**config.mk**
```make
export PLATFORM = sky130hd
export DESIGN_NAME = can_tx_frame_loader_flat
export DESIGN_NICKNAME = d
export VERILOG_FILES = /design/src/rtl/can_tx_frame_loader_if.sv /design/src/rtl/can_tx_frame_loader.sv /design/src/flat_wrapper.sv
export SDC_FILE = /design/constraint.sdc
export NUM_CORES = 1
export LEC_CHECK = 0
export BUFFER_PORTS_ARGS = -buffer_cell sky130_fd_sc_hd__buf_2
export CAP_MARGIN = 20
export CORE_UTILIZATION = 43
export CTS_CLUSTER_DIAMETER = 150
export DETAILED_ROUTE_END_ITERATION = 16
export PLACE_DENSITY_LB_ADDON = 0.08
export SETUP_SLACK_MARGIN = 0.2
export SYNTH_ARGS = -nofsm -noshare
export SYNTH_HDL_FRONTEND = slang
export SYNTH_SLANG_ARGS = --single-unit
```
**constraint.sdc**
```tcl
create_clock -name i_sys_clk -period 1.59 [get_ports i_sys_clk]
set_input_delay 0.2385 -clock i_sys_clk [delete_from_list [all_inputs] [get_ports i_sys_clk]]
set_output_delay 0.2385 -clock i_sys_clk [all_outputs]
set_load 0.03 [all_outputs]
```
**src/rtl/can_tx_frame_loader_if.sv**
```systemverilog
// Bundle between the Tx frame loader, the Tx FIFO and the CAN bit transmitter.
//   master : the loader (pops the FIFO, presents a frame, reports status)
//   slave  : the environment (FIFO + transmitter side)
// Signals:
//   i_fifo_empty, i_fifo_r_data, o_fifo_r_en        : Tx FIFO read port
//   o_tx_req, i_tx_ack                               : frame hand-off
//   i_tx_done, i_tx_arb_lost, i_tx_error             : transmitter status pulses
//   o_tx_id, o_tx_ide, o_tx_rtr, o_tx_dlc, o_tx_data : frame fields
//   o_busy, o_sent, o_dropped, o_error               : loader status
interface can_tx_frame_loader_if #(
  parameter int DATA_WIDTH = 128
);
  logic                  i_fifo_empty;
  logic [DATA_WIDTH-1:0] i_fifo_r_data;
  logic                  o_fifo_r_en;
  logic                  o_tx_req;
  logic                  i_tx_ack;
  logic                  i_tx_done;
  logic                  i_tx_arb_lost;
  logic                  i_tx_error;
  logic [28:0]           o_tx_id;
  logic                  o_tx_ide;
  logic                  o_tx_rtr;
  logic [3:0]            o_tx_dlc;
  logic [63:0]           o_tx_data;
  logic                  o_busy;
  logic                  o_sent;
  logic                  o_dropped;
  logic                  o_error;

  modport master (
    input  i_fifo_empty, i_fifo_r_data, i_tx_ack, i_tx_done, i_tx_arb_lost, i_tx_error,
    output o_fifo_r_en, o_tx_req, o_tx_id, o_tx_ide, o_tx_rtr, o_tx_dlc, o_tx_data,
           o_busy, o_sent, o_dropped, o_error
  );

  modport slave (
    output i_fifo_empty, i_fifo_r_data, i_tx_ack, i_tx_done, i_tx_arb_lost, i_tx_error,
    input  o_fifo_r_en, o_tx_req, o_tx_id, o_tx_ide, o_tx_rtr, o_tx_dlc, o_tx_data,
           o_busy, o_sent, o_dropped, o_error
  );
endinterface

```
**src/rtl/can_tx_frame_loader.sv**
```systemverilog
// CAN Tx frame loader: pops one word from the Tx FIFO, decodes it into frame
// fields, requests the bit transmitter and re-requests after arbitration loss
// or bus error until the retry budget is spent.
// Ports:
//   i_sys_clk : clock, rising edge
//   i_reset   : synchronous, active-high reset
//   bus       : can_tx_frame_loader_if.master (FIFO, transmitter, frame, status)
// Parameters:
//   MAX_RETRY  : re-requests allowed after a failed attempt before dropping
//   DATA_WIDTH : FIFO word width (fields are decoded from bits [127:0])

// One payload byte: kept only for data frames whose dlc covers this index.
// dlc values 9..15 exceed every index, so they keep all eight bytes.
module can_tx_byte_lane #(
  parameter int IDX = 0
) (
  input  logic [7:0] din,
  input  logic [3:0] dlc,
  input  logic       rtr,
  output logic [7:0] dout
);
  localparam logic [3:0] IDX_L = 4'(IDX);
  assign dout = (!rtr && (dlc > IDX_L)) ? din : 8'h00;
endmodule

module can_tx_frame_loader #(
  parameter int MAX_RETRY  = 8,
  parameter int DATA_WIDTH = 128
) (
  input  logic                   i_sys_clk,
  input  logic                   i_reset,
  can_tx_frame_loader_if.master  bus
);
  localparam int              CNT_W   = (MAX_RETRY > 0) ? $clog2(MAX_RETRY + 1) : 1;
  localparam logic [CNT_W-1:0] MAX_CNT = CNT_W'(MAX_RETRY);

  typedef enum logic [2:0] {IDLE, POP, LOAD, REQ, WAIT, RETRY} state_t;

  typedef struct packed {
    logic [28:0] id;
    logic        ide;
    logic        rtr;
    logic [3:0]  dlc;
    logic [63:0] data;
  } frame_t;

  state_t            state, nxt;
  logic [CNT_W-1:0]  cnt, cnt_nxt;
  logic              sent_nxt, drop_nxt, err_nxt;
  logic              sent_q, drop_q, err_q;
  frame_t            dec, frm;
  logic [DATA_WIDTH-1:0] word;
  logic [63:0]       data_masked;

  assign word = bus.i_fifo_r_data;

  // Bits [92:64] carry nothing for the transmitter.
  logic unused_bits;
  assign unused_bits = ^word[92:64];

  // Byte 0 sits in the most significant byte of the payload.
  for (genvar b = 0; b < 8; b++) begin : g_lane
    can_tx_byte_lane #(.IDX(b)) u_lane (
      .din  (word[63-8*b -: 8]),
      .dlc  (word[96:93]),
      .rtr  (word[97]),
      .dout (data_masked[63-8*b -: 8])
    );
  end

  always_comb begin
    dec.ide  = word[98];
    dec.rtr  = word[97];
    dec.dlc  = word[96:93];
    dec.data = data_masked;
    // Standard frames carry an 11-bit identifier only.
    dec.id   = word[98] ? word[127:99] : {18'd0, word[109:99]};
  end

  always_ff @(posedge i_sys_clk) begin
    if (i_reset) begin
      state  <= IDLE;
      cnt    <= '0;
      frm    <= '0;
      sent_q <= 1'b0;
      drop_q <= 1'b0;
      err_q  <= 1'b0;
    end else begin
      state  <= nxt;
      cnt    <= cnt_nxt;
      sent_q <= sent_nxt;
      drop_q <= drop_nxt;
      err_q  <= err_nxt;
      // FIFO data is valid in LOAD (one cycle after the pop strobe).
      if (state == LOAD) frm <= dec;
    end
  end

  always_comb begin
    nxt      = state;
    cnt_nxt  = cnt;
    sent_nxt = 1'b0;
    drop_nxt = 1'b0;
    err_nxt  = 1'b0;
    unique case (state)
      IDLE:  if (!bus.i_fifo_empty) nxt = POP;
      POP:   nxt = LOAD;
      LOAD:  nxt = REQ;
      REQ:   if (bus.i_tx_ack) nxt = WAIT;
      WAIT: begin
        // done wins over error, error over arbitration loss
        if (bus.i_tx_done) begin
          sent_nxt = 1'b1;
          cnt_nxt  = '0;
          nxt      = IDLE;
        end else if (bus.i_tx_error) begin
          err_nxt  = 1'b1;
          nxt      = RETRY;
        end else if (bus.i_tx_arb_lost) begin
          nxt      = RETRY;
        end
      end
      RETRY: begin
        if (cnt < MAX_CNT) begin
          cnt_nxt  = cnt + CNT_W'(1);
          nxt      = REQ;
        end else begin
          drop_nxt = 1'b1;
          cnt_nxt  = '0;
          nxt      = IDLE;
        end
      end
      default: nxt = IDLE;
    endcase
  end

  assign bus.o_fifo_r_en = (state == POP);
  assign bus.o_tx_req    = (state == REQ);
  assign bus.o_busy      = (state != IDLE);
  assign bus.o_sent      = sent_q;
  assign bus.o_dropped   = drop_q;
  assign bus.o_error     = err_q;
  assign bus.o_tx_id     = frm.id;
  assign bus.o_tx_ide    = frm.ide;
  assign bus.o_tx_rtr    = frm.rtr;
  assign bus.o_tx_dlc    = frm.dlc;
  assign bus.o_tx_data   = frm.data;
endmodule

```
**src/flat_wrapper.sv**
```systemverilog
// flat-port wrapper written by rule: the top's interface ports become plain ports
module can_tx_frame_loader_flat 
#(
  parameter int MAX_RETRY  = 8,
  parameter int DATA_WIDTH = 128
)
  (i_sys_clk, i_reset, bus_i_fifo_empty, bus_i_fifo_r_data, bus_i_tx_ack, bus_i_tx_done, bus_i_tx_arb_lost, bus_i_tx_error, bus_o_fifo_r_en, bus_o_tx_req, bus_o_tx_id, bus_o_tx_ide, bus_o_tx_rtr, bus_o_tx_dlc, bus_o_tx_data, bus_o_busy, bus_o_sent, bus_o_dropped, bus_o_error);
  can_tx_frame_loader_if #(.DATA_WIDTH(DATA_WIDTH)) bus_i ();
  input  logic i_sys_clk;
  input  logic i_reset;
  input wire logic [$bits(bus_i.i_fifo_empty)-1:0] bus_i_fifo_empty;
  input wire logic [$bits(bus_i.i_fifo_r_data)-1:0] bus_i_fifo_r_data;
  input wire logic [$bits(bus_i.i_tx_ack)-1:0] bus_i_tx_ack;
  input wire logic [$bits(bus_i.i_tx_done)-1:0] bus_i_tx_done;
  input wire logic [$bits(bus_i.i_tx_arb_lost)-1:0] bus_i_tx_arb_lost;
  input wire logic [$bits(bus_i.i_tx_error)-1:0] bus_i_tx_error;
  output wire logic [$bits(bus_i.o_fifo_r_en)-1:0] bus_o_fifo_r_en;
  output wire logic [$bits(bus_i.o_tx_req)-1:0] bus_o_tx_req;
  output wire logic [$bits(bus_i.o_tx_id)-1:0] bus_o_tx_id;
  output wire logic [$bits(bus_i.o_tx_ide)-1:0] bus_o_tx_ide;
  output wire logic [$bits(bus_i.o_tx_rtr)-1:0] bus_o_tx_rtr;
  output wire logic [$bits(bus_i.o_tx_dlc)-1:0] bus_o_tx_dlc;
  output wire logic [$bits(bus_i.o_tx_data)-1:0] bus_o_tx_data;
  output wire logic [$bits(bus_i.o_busy)-1:0] bus_o_busy;
  output wire logic [$bits(bus_i.o_sent)-1:0] bus_o_sent;
  output wire logic [$bits(bus_i.o_dropped)-1:0] bus_o_dropped;
  output wire logic [$bits(bus_i.o_error)-1:0] bus_o_error;
  assign bus_i.i_fifo_empty = bus_i_fifo_empty;
  assign bus_i.i_fifo_r_data = bus_i_fifo_r_data;
  assign bus_i.i_tx_ack = bus_i_tx_ack;
  assign bus_i.i_tx_done = bus_i_tx_done;
  assign bus_i.i_tx_arb_lost = bus_i_tx_arb_lost;
  assign bus_i.i_tx_error = bus_i_tx_error;
  assign bus_o_fifo_r_en = bus_i.o_fifo_r_en;
  assign bus_o_tx_req = bus_i.o_tx_req;
  assign bus_o_tx_id = bus_i.o_tx_id;
  assign bus_o_tx_ide = bus_i.o_tx_ide;
  assign bus_o_tx_rtr = bus_i.o_tx_rtr;
  assign bus_o_tx_dlc = bus_i.o_tx_dlc;
  assign bus_o_tx_data = bus_i.o_tx_data;
  assign bus_o_busy = bus_i.o_busy;
  assign bus_o_sent = bus_i.o_sent;
  assign bus_o_dropped = bus_i.o_dropped;
  assign bus_o_error = bus_i.o_error;
  can_tx_frame_loader #(.MAX_RETRY(MAX_RETRY), .DATA_WIDTH(DATA_WIDTH)) u_core (.i_sys_clk(i_sys_clk), .i_reset(i_reset), .bus(bus_i));
endmodule
```
== Word-level counts from Yosys, hierarchy flattened ==
Index checks and enable logic that the tools add are counted.

* Register bits: 109
* Latch bits: 0
* Memory bits (writable): 0
* Memory bits (read-only): 0
* Input bits: 135
* Output and inout port bits: 105
* Logic and storage cells: 70
* Memories kept: 0

* Add/sub/neg operators: 1
* Multipliers: 0
* Divide/modulo/power cells: 0
* Order comparisons: 9
* Equal/unequal tests: 9
* Shift-type cells: 0
* Multiplexer cells: 22
* Bitwise operators: 2
* Reduce and logical (&&, ||, !) cells: 17

{| class="wikitable"
|+ Operators with widths
! cell !! number
|-
| $mux W8 || 8
|-
| $mux W29 || 1
|-
| $pmux W3 S6 || 1
|-
| $gt A4 B3 Y1 const B || 4
|-
| $mux W3 || 5
|-
| $gt A4 B1 Y1 const B || 2
|-
| $gt A4 B2 Y1 const B || 2
|-
| $logic_and A1 B1 Y1 || 8
|-
| $mux W4 || 2
|-
| $pmux W4 S2 || 1
|-
| $eq A3 B2 Y1 const B || 2
|-
| $eq A3 B3 Y1 const B || 2
|-
| $ne A2 B2 Y1 const B || 3
|-
| $add A4 B1 Y4 const B || 1
|-
| $lt A4 B4 Y1 const B || 1
|-
| $ne A4 B4 Y1 const B || 1
|-
| $reduce_or A2 Y1 || 2
|-
| $eq A3 B1 Y1 const B || 1
|-
| $logic_not A3 Y1 || 1
|-
| $mux W1 || 3
|-
| $reduce_and A3 Y1 || 1
|-
| $reduce_bool A3 Y1 || 1
|-
| $reduce_or A3 Y1 || 1
|-
| $mux W2 || 1
|-
| other kinds (4) || 5
|}

== Depth between registers and ports, before layout ==
Gate-level depths: netlist of the first run.

* Word-level depth: 4
* Depth in mapped cells: 6
* Mapped depth without buffers: 4

== Modules after synthesis ==
A second synthesis of the first run with hierarchy kept.

* Cell total of the unflattened synthesis: 574
* Area, all modules: 4578.1 um^2

{| class="wikitable"
|+ By module, submodules not included
! module !! times used !! cells each !! area each (um^2) !! sequential area each (um^2)
|-
| can_tx_frame_loader || 1 || 489 || 3912.5 || 2182.1
|-
| can_tx_byte_lane at u_core.g_lane[0].u_lane ... || 2 || 10 || 85.1 || 0.0
|-
| can_tx_byte_lane at u_core.g_lane[1].u_lane ... || 2 || 10 || 81.3 || 0.0
|-
| can_tx_byte_lane at u_core.g_lane[4].u_lane || 1 || 18 || 110.1 || 0.0
|-
| can_tx_byte_lane at u_core.g_lane[2].u_lane || 1 || 10 || 83.8 || 0.0
|-
| can_tx_byte_lane at u_core.g_lane[7].u_lane || 1 || 8 || 70.1 || 0.0
|-
| can_tx_byte_lane at u_core.g_lane[3].u_lane || 1 || 9 || 68.8 || 0.0
|}

== Least setup slack after synthesis of the first run ==
No wires, ideal clock.

* Kind: reg-to-output
* Start point: register u_core.state[0]
* End point: output port bus_o_fifo_r_en
* Arrival: 1.441 ns
* Data required time: 1.351 ns
* Slack: -0.090 ns
* Stages on the path, launching flop included: 3
* Path buffers: 1
* Path through: dfxtp_1 -> clkbuf_1 -> nor3b_1

* Word-level cells in the longest chain between the ends: 1

{| class="wikitable"
|+ RTL lines
! element !! RTL line !! text
|-
| start, declared || can_tx_frame_loader.sv:47 || <nowiki>state_t state, nxt;</nowiki>
|-
| start signal, assigned || can_tx_frame_loader.sv:89 || <nowiki>state <= nxt;</nowiki>
|-
| $eq A3 B1 Y1 || can_tx_frame_loader.sv:137 || <nowiki>assign bus.o_fifo_r_en = (state == POP);</nowiki>
|-
| end, declared || flat_wrapper.sv:17 || <nowiki>output wire logic [$bits(bus_i.o_fifo_r_en)-1:0] bus_o_fifo_r_en;</nowiki>
|}

No other way between the ends.

== Worst setup path in the final report of the first run ==
* Start point: register u_core.state[0]
* End point: output port bus_o_busy

* Word-level cells in the longest chain between the ends: 1

{| class="wikitable"
|+ RTL lines
! element !! RTL line !! text
|-
| $reduce_bool A3 Y1 || can_tx_frame_loader.sv:139 || <nowiki>assign bus.o_busy = (state != IDLE);</nowiki>
|-
| end, declared || flat_wrapper.sv:24 || <nowiki>output wire logic [$bits(bus_i.o_busy)-1:0] bus_o_busy;</nowiki>
|}

No other way between the ends.

==> results.toml, run 1 <==
[outcome]
status = "finished with violations"
violations = "setup timing"

[grt]
grt_usage = 0.226
grt_pass1_vias = 3818
grt_pass1_wl_um = 17800
grt_max_degree = 51
antenna_found_initial = 0
grt.overflow.total = 0

[cells_and_area]
drive_above_1_share = 0.464
postLayoutCellArea_um2 = 6210
layout_common_cells = "206 x buf_2, 106 x dfxtp_1, 104 x nand2_1, 71 x a21oi_1, 37 x nand3_1"
postLayoutCoreUtil = 0.675
final_common_cell = "buf_2"
num-nets-final = 852
area_growth_pct = 53.5
n_fill_cell = 818
antennaDiodeCount = 0

[logic_synthesis]
synth_top_area_cell = "dfxtp_1"
ys_top_cells_by_area = "dfxtp_1 54%, a21oi_1 11%, nand2_1 9.7%, nand3_1 8.3%, a22oi_1 3.3%"
synth.distinct_cells = 35
synth_top_area_share = 0.539
syn_nets = 625
post_synth_instance_area_um2 = 4050
synth-seq-cells = 109
postSynthCellCount = 489
avgSynthCellArea_um2 = 8.27
yosysSeqAreaShare = 0.539
yosysWarnings = 0

[min_path]
min_from = "bus_i_fifo_r_data[105]"
hold_class = "in2reg"
hold_depth = 3
holdPathEnd = "u_core.bus.o_tx_id[6]$_SDFFE_PP0P_"

[placed_design]
gp_congestion = 0.796
dpl_cell_area_um2 = 5280
portBuffers = 210
dpl.hpwl_um = 7690

[floorplan]
ios = 240
core_area_um2 = 9200
fp.dieH_um = 99.0
initial_core_util = 0.440
die-area_um2 = 9800
core.rowCount = 35
die_w_um = 99.0

[worst_setup_path]
critPathMaxFanout = 4
timing.rr.start = "u_core.state[1]$_SDFFE_PP0P_"
crit_path_end_kind = "output port"
critPathKind = "reg2out"
r2r-end = "u_core.state[0]$_SDFFE_PP0P_"
r2r_slack_ns = 0.13
cpPeakStageDelay_ns = 0.37
reg2reg_depth = 5
cp.required_ns = 1.35
worstSetupStartpointType = "flip-flop"
critPathSlowestCell = "dfxtp_4"
cp_common_cell = "buf_6"
path_buf_inv = 2
cp_top_family = "flip-flops"
cp_cell_sequence = "buf_6 -> or3_4 -> buf_6"
setup.worst_path.start = "u_core.state[0]$_SDFFE_PP0P_"
cp_data_arrival_time_ns = 1.36

[route]
drc = 0
avgViaCountPerCell = 5.21
drtIter0Drc = 139
vias = 4330
ant_nets = 0
drt_wl_total_um = 12400
wl_per_cell_um = 14.9
drt_pre_antenna_iters = 4

[sta]
fin_skew_ns = 0.0119
whs_ns = 0.0887
period_share = 1.01
rsz0062_at_grt = "true"
min_period_ns = 1.60
fin_tns_setup_ns = -0.0101
final-setup-viol-count = 1
hold_violations = 0
fmax_ghz = 0.625
slew_headroom = 0.389
postLayoutSetupSlackWorst_ns = -0.0101
tightest_slew_ns = 0.914
maxSlewViolCount = 0

[power_and_ir_drop]
p_per_area_nw_per_um2 = 1000
power_mw = 6.22
peakVddDrop_v = 0.000468
p_leak_nw = 2.69

[cts]
cts-root-buf = "clkbuf_8"
clk_pin_slew_ns = 0.10
cts_buffer_depth = 2
cts_buffers = 9
clk_latency_ns = 0.38
cts_sinks = 109
cts_tree = "done"
ctsHoldBuffers = 0
htreeDepth = 3

[job]
drv_cap = 0
power by group:
part / total (mW) / internal [mW] / switching (mW)
clock network: 1.67 / 0.727 / 0.945
registers: 2.92 / 2.85 / 0.0626
logic: 1.63 / 0.701 / 0.928
total: 6.22 / 4.28 / 1.94
logic make-up (layout without fill, tap and decap cells):
kind of cell | count (synthesis) | after routing | share of synthesized area
simple gates | 225 | 225 | 0.257
buf+inv | 39 | 270 | 0.0424
compound gates | 114 | 114 | 0.155
fa+ha+maj | 1 | 1 | 0.00309
flops | 109 | 109 | 0.539
mux | 1 | 1 | 0.00247
synth_stat cells:
cell type / n
nor3b_1: 1
nand3b_1: 2
or4_1: 1
o22a_1: 1
buf_1: 1
nand3_1: 67
nor4_4: 1
nor2b_1: 4
buf_4: 2
a21oi_1: 88
inv_1: 2
a21boi_0: 1
or2_0: 1
or3_1: 1
and2_1: 1
nand2_1: 105
and3b_1: 1
mux2i_1: 1
dfxtp_1: 109
and4bb_2: 1
nor3_1: 3
nand4_1: 1
a22oi_1: 18
a31oi_1: 2
ha_1: 1
buf_2: 14
o21ai_0: 3
nand2b_1: 2
a32oi_1: 1
clkbuf_1: 20
nor2_2: 1
nor4b_1: 2
nor2_1: 27
and3_1: 2
nor4b_4: 1
worst max-delay path by stage:
stage | slack (ns) | cells after the start | end
after floorplan | 0.23 | 4 | u_core.state[2]$_SDFFE_PP0P_
after global placement | 0.13 | 5 | u_core.bus.o_tx_data[27]$_SDFFE_PP0P_
after detailed placement | 0.13 | 5 | u_core.bus.o_tx_data[24]$_SDFFE_PP0P_
after CTS | -0.02 | 3 | bus_o_busy
after global routing | -0.05 | 3 | bus_o_busy
final | -0.01 | 3 | bus_o_busy
sequential cells by signal, indices dropped and copies added (netlist names):
| register | flops |
|---|---|
| u_core.bus.o_tx_data | 64 |
| u_core.bus.o_tx_id | 29 |
| u_core.bus.o_tx_dlc | 4 |
| u_core.cnt | 4 |
| u_core.state | 3 |
| u_core.bus.o_dropped | 1 |
| u_core.bus.o_error | 1 |
| u_core.bus.o_sent | 1 |
| u_core.bus.o_tx_ide | 1 |
| u_core.bus.o_tx_rtr | 1 |
final cells by class:
cell class	instances	area, um^2	share of cell area
tap	111	139	0.0224
timing repair buffer	253	1700	0.273
multi-input combinational	341	1990	0.320
clock buffer	10	128	0.0206
sequential	109	2190	0.353
inverter	2	7.51	0.00121
clock inverter	5	61.3	0.00987
worst register-to-register path, delay by kind of cell, from the launching register on:
family | cells | cell delay (ns)
AOI/OAI and AO/OA | 1 | 0.20
buffers and inverters | 1 | 0.12
DFF | 1 | 0.36
and+or+nand+nor | 3 | 0.67
stage by stage:
stage,worst slack (ns),std cells
5_1_grt,-0.0479,831
2_1_floorplan,0.226,489
3_5_place_dp,0.133,789
3_3_place_gp,0.135,789
6_report,-0.0101,831
4_1_cts,-0.0222,810
per-layer routing:
metal  GRT usage  part of all wire  vias to the layer above  routed length [um]
met2       0.392              0.51                      137                6260
met5           0                 0                        -                   0
met4      0.0735             0.016                        0                 199
met1       0.275              0.42                     2047                5240
met3      0.0560             0.055                       18                 680
li1            -                 -                     2128                   -
repair_timing:
action	CTS	global route
gates resized for setup	57	35
gates cloned	0	9
endpoints found under the hold margin	0	0
setup buffers	6	12
pin swaps	64	23
setup endpoints to repair	13	81
Power figures use the tool's default switching activity.
==> inputs of run 2 (changes only) <==
--- a/config.mk
+++ b/config.mk
@@ -11,6 +11,7 @@
 export CTS_CLUSTER_DIAMETER = 150
 export DETAILED_ROUTE_END_ITERATION = 16
 export PLACE_DENSITY_LB_ADDON = 0.08
+export RECOVER_POWER = 50
 export SETUP_SLACK_MARGIN = 0.2
 export SYNTH_ARGS = -nofsm -noshare
 export SYNTH_HDL_FRONTEND = slang
==> results.toml, run 2 (same netlist as run 1, synthesis figures left out) <==
[cts]
htreeDepth = 3
cts_buffers = 9
clk_latency_ns = 0.38
ctsHoldBuffers = 0
cts_tree = "done"
clk_pin_slew_ns = 0.10
cts-root-buf = "clkbuf_8"
cts_sinks = 109
cts_buffer_depth = 2

[cells_and_area]
drive_above_1_share = 0.318
antennaDiodeCount = 0
num-nets-final = 852
final_common_cell = "dfxtp_1"
largest_reg_flops = 64
final_cells = 831
n_fill_cell = 858
layout_common_cells = "107 x dfxtp_1, 104 x nand2_1, 104 x clkbuf_1, 104 x buf_2, 71 x a21oi_1"
area_growth_pct = 49.9
postLayoutCoreUtil = 0.659

[grt]
use_met2 = 0.392
antenna_found_initial = 0
grt.overflow.total = 0
grt_pass1_wl_um = 17800
top_usage_layer = "met2"
grt_pass1_vias = 3818
grt_util_met1 = 0.275
grt_max_degree = 51
use_met3 = 0.0560
grt_usage = 0.226

[power_and_ir_drop]
pwr-share-clk = 0.269
p_leak_nw = 2.24
peakVddDrop_v = 0.000467
internal_power_mw = 4.24
p_switching_mw = 1.93
power_mw = 6.17
pwr-share-seq = 0.473
switching_share = 0.313
p_per_area_nw_per_um2 = 1020
p_comb_frac = 0.258

[worst_setup_path]
cp_cell_sequence = "buf_6 -> or3_4 -> buf_6"
cp.required_ns = 1.35
critPathMaxFanout = 4
cp_common_cell = "buf_6"
cp_data_arrival_time_ns = 1.36
worstSetupStartpointType = "flip-flop"
crit_path_end_kind = "output port"
critPathKind = "reg2out"
critPathSlowestCell = "dfxtp_4"
cpPeakStageDelay_ns = 0.38

[min_path]
hold_class = "in2reg"

[floorplan]
core_area_um2 = 9200
fp.dieH_um = 99.0
ios = 240
initial_core_util = 0.440
die-area_um2 = 9800
die_w_um = 99.0
core.rowCount = 35

[route]
drc = 0
ant_nets = 0
avgViaCountPerCell = 5.21
drt_wl_total_um = 12500
vias = 4327
drtIter0Drc = 140
drt_pre_antenna_iters = 4
wl_per_cell_um = 15.0

[outcome]
violations = "setup timing"
status = "finished with violations"

[placed_design]
gp_congestion = 0.796
portBuffers = 210
dpl.hpwl_um = 7690
placed_cells = 789

[sta]
postLayoutSetupSlackWorst_ns = -0.0120
fin_tns_setup_ns = -0.0120
slew_headroom = 0.421
hold_violations = 0
fin_skew_ns = 0.0112
fmax_ghz = 0.624
maxSlewViolCount = 0
final-setup-viol-count = 1
min_period_ns = 1.60
rsz0062_at_grt = "true"
tightest_slew_ns = 0.865
period_share = 1.01

[job]
drv_cap = 0
[run 2: cell count changes in the layout (fill, tap and decap cells not counted), sizes merged]
cell / delta
buf: -104
clkbuf: +104
[run 2: final cells by class]
| cell class | instances | area [um^2] | area share |
|---|---|---|---|
| well taps | 111 | 139 | 0.0229 |
| clock buffers | 10 | 128 | 0.0210 |
| clock inverters | 5 | 61.3 | 0.0101 |
| inverters | 2 | 7.51 | 0.00124 |
| flip-flops and latches | 109 | 2190 | 0.361 |
| repair buffers | 253 | 1560 | 0.257 |
| multi-input cells | 341 | 1980 | 0.327 |
[run 2: final timing paths]
path	cells past startpoint	slack [ns]	end	startpoint
worst max-delay path	3	-0.01	bus_o_busy	u_core.state[0]$_SDFFE_PP0P_
worst min register to register	2	0.45	u_core.bus.o_tx_data[62]$_SDFFE_PP0P_	u_core.bus.o_tx_data[62]$_SDFFE_PP0P_
worst min-delay path	3	0.09	u_core.bus.o_tx_id[6]$_SDFFE_PP0P_	bus_i_fifo_r_data[105]
worst max register to register	5	0.08	u_core.state[0]$_SDFFE_PP0P_	u_core.state[1]$_SDFFE_PP0P_
[run 2: worst max-delay path: cells and delay by family (launching register included)]
family                 cells  cell delay [ns]
buffers and inverters      2             0.27
DFF                        1             0.38
and+or+nand+nor            1             0.35
[run 2: stage by stage]
stage          cell area (um^2)  setup WS, ns  hold WS (ns)
6_report                   6060       -0.0120        0.0897
3_5_place_dp               5280         0.133         0.440
2_1_floorplan              4060         0.226         0.375
3_3_place_gp               5280         0.135         0.434
5_1_grt                    6060       -0.0479        0.0766
4_1_cts                    5750       -0.0222        0.0783
[run 2: what timing repair did]
item                       in CTS  in global routing
buffers inserted                6                 12
gates resized for setup        57                 35
cloned                          0                  9
pin swaps                      64                 23
setup endpoints to repair      13                 81
[run 2: power groups by stage]
stage | logic (mW) | clock network (mW) | registers [mW]
floorplan | 0.508 | 0 | 3.20
global placement | 1.17 | 0 | 2.97
detailed placement | 1.18 | 0 | 2.98
CTS | 1.32 | 1.71 | 2.92
global route | 1.70 | 1.81 | 2.93
finish | 1.59 | 1.66 | 2.92
[run 2: per-layer routing]
layer	vias to the layer above	share of wire	routed length [um]
li1	2131	-	-
met1	2035	0.42	5220
met2	143	0.50	6250
met3	18	0.063	791
met4	0	0.016	199
met5	-	0	0
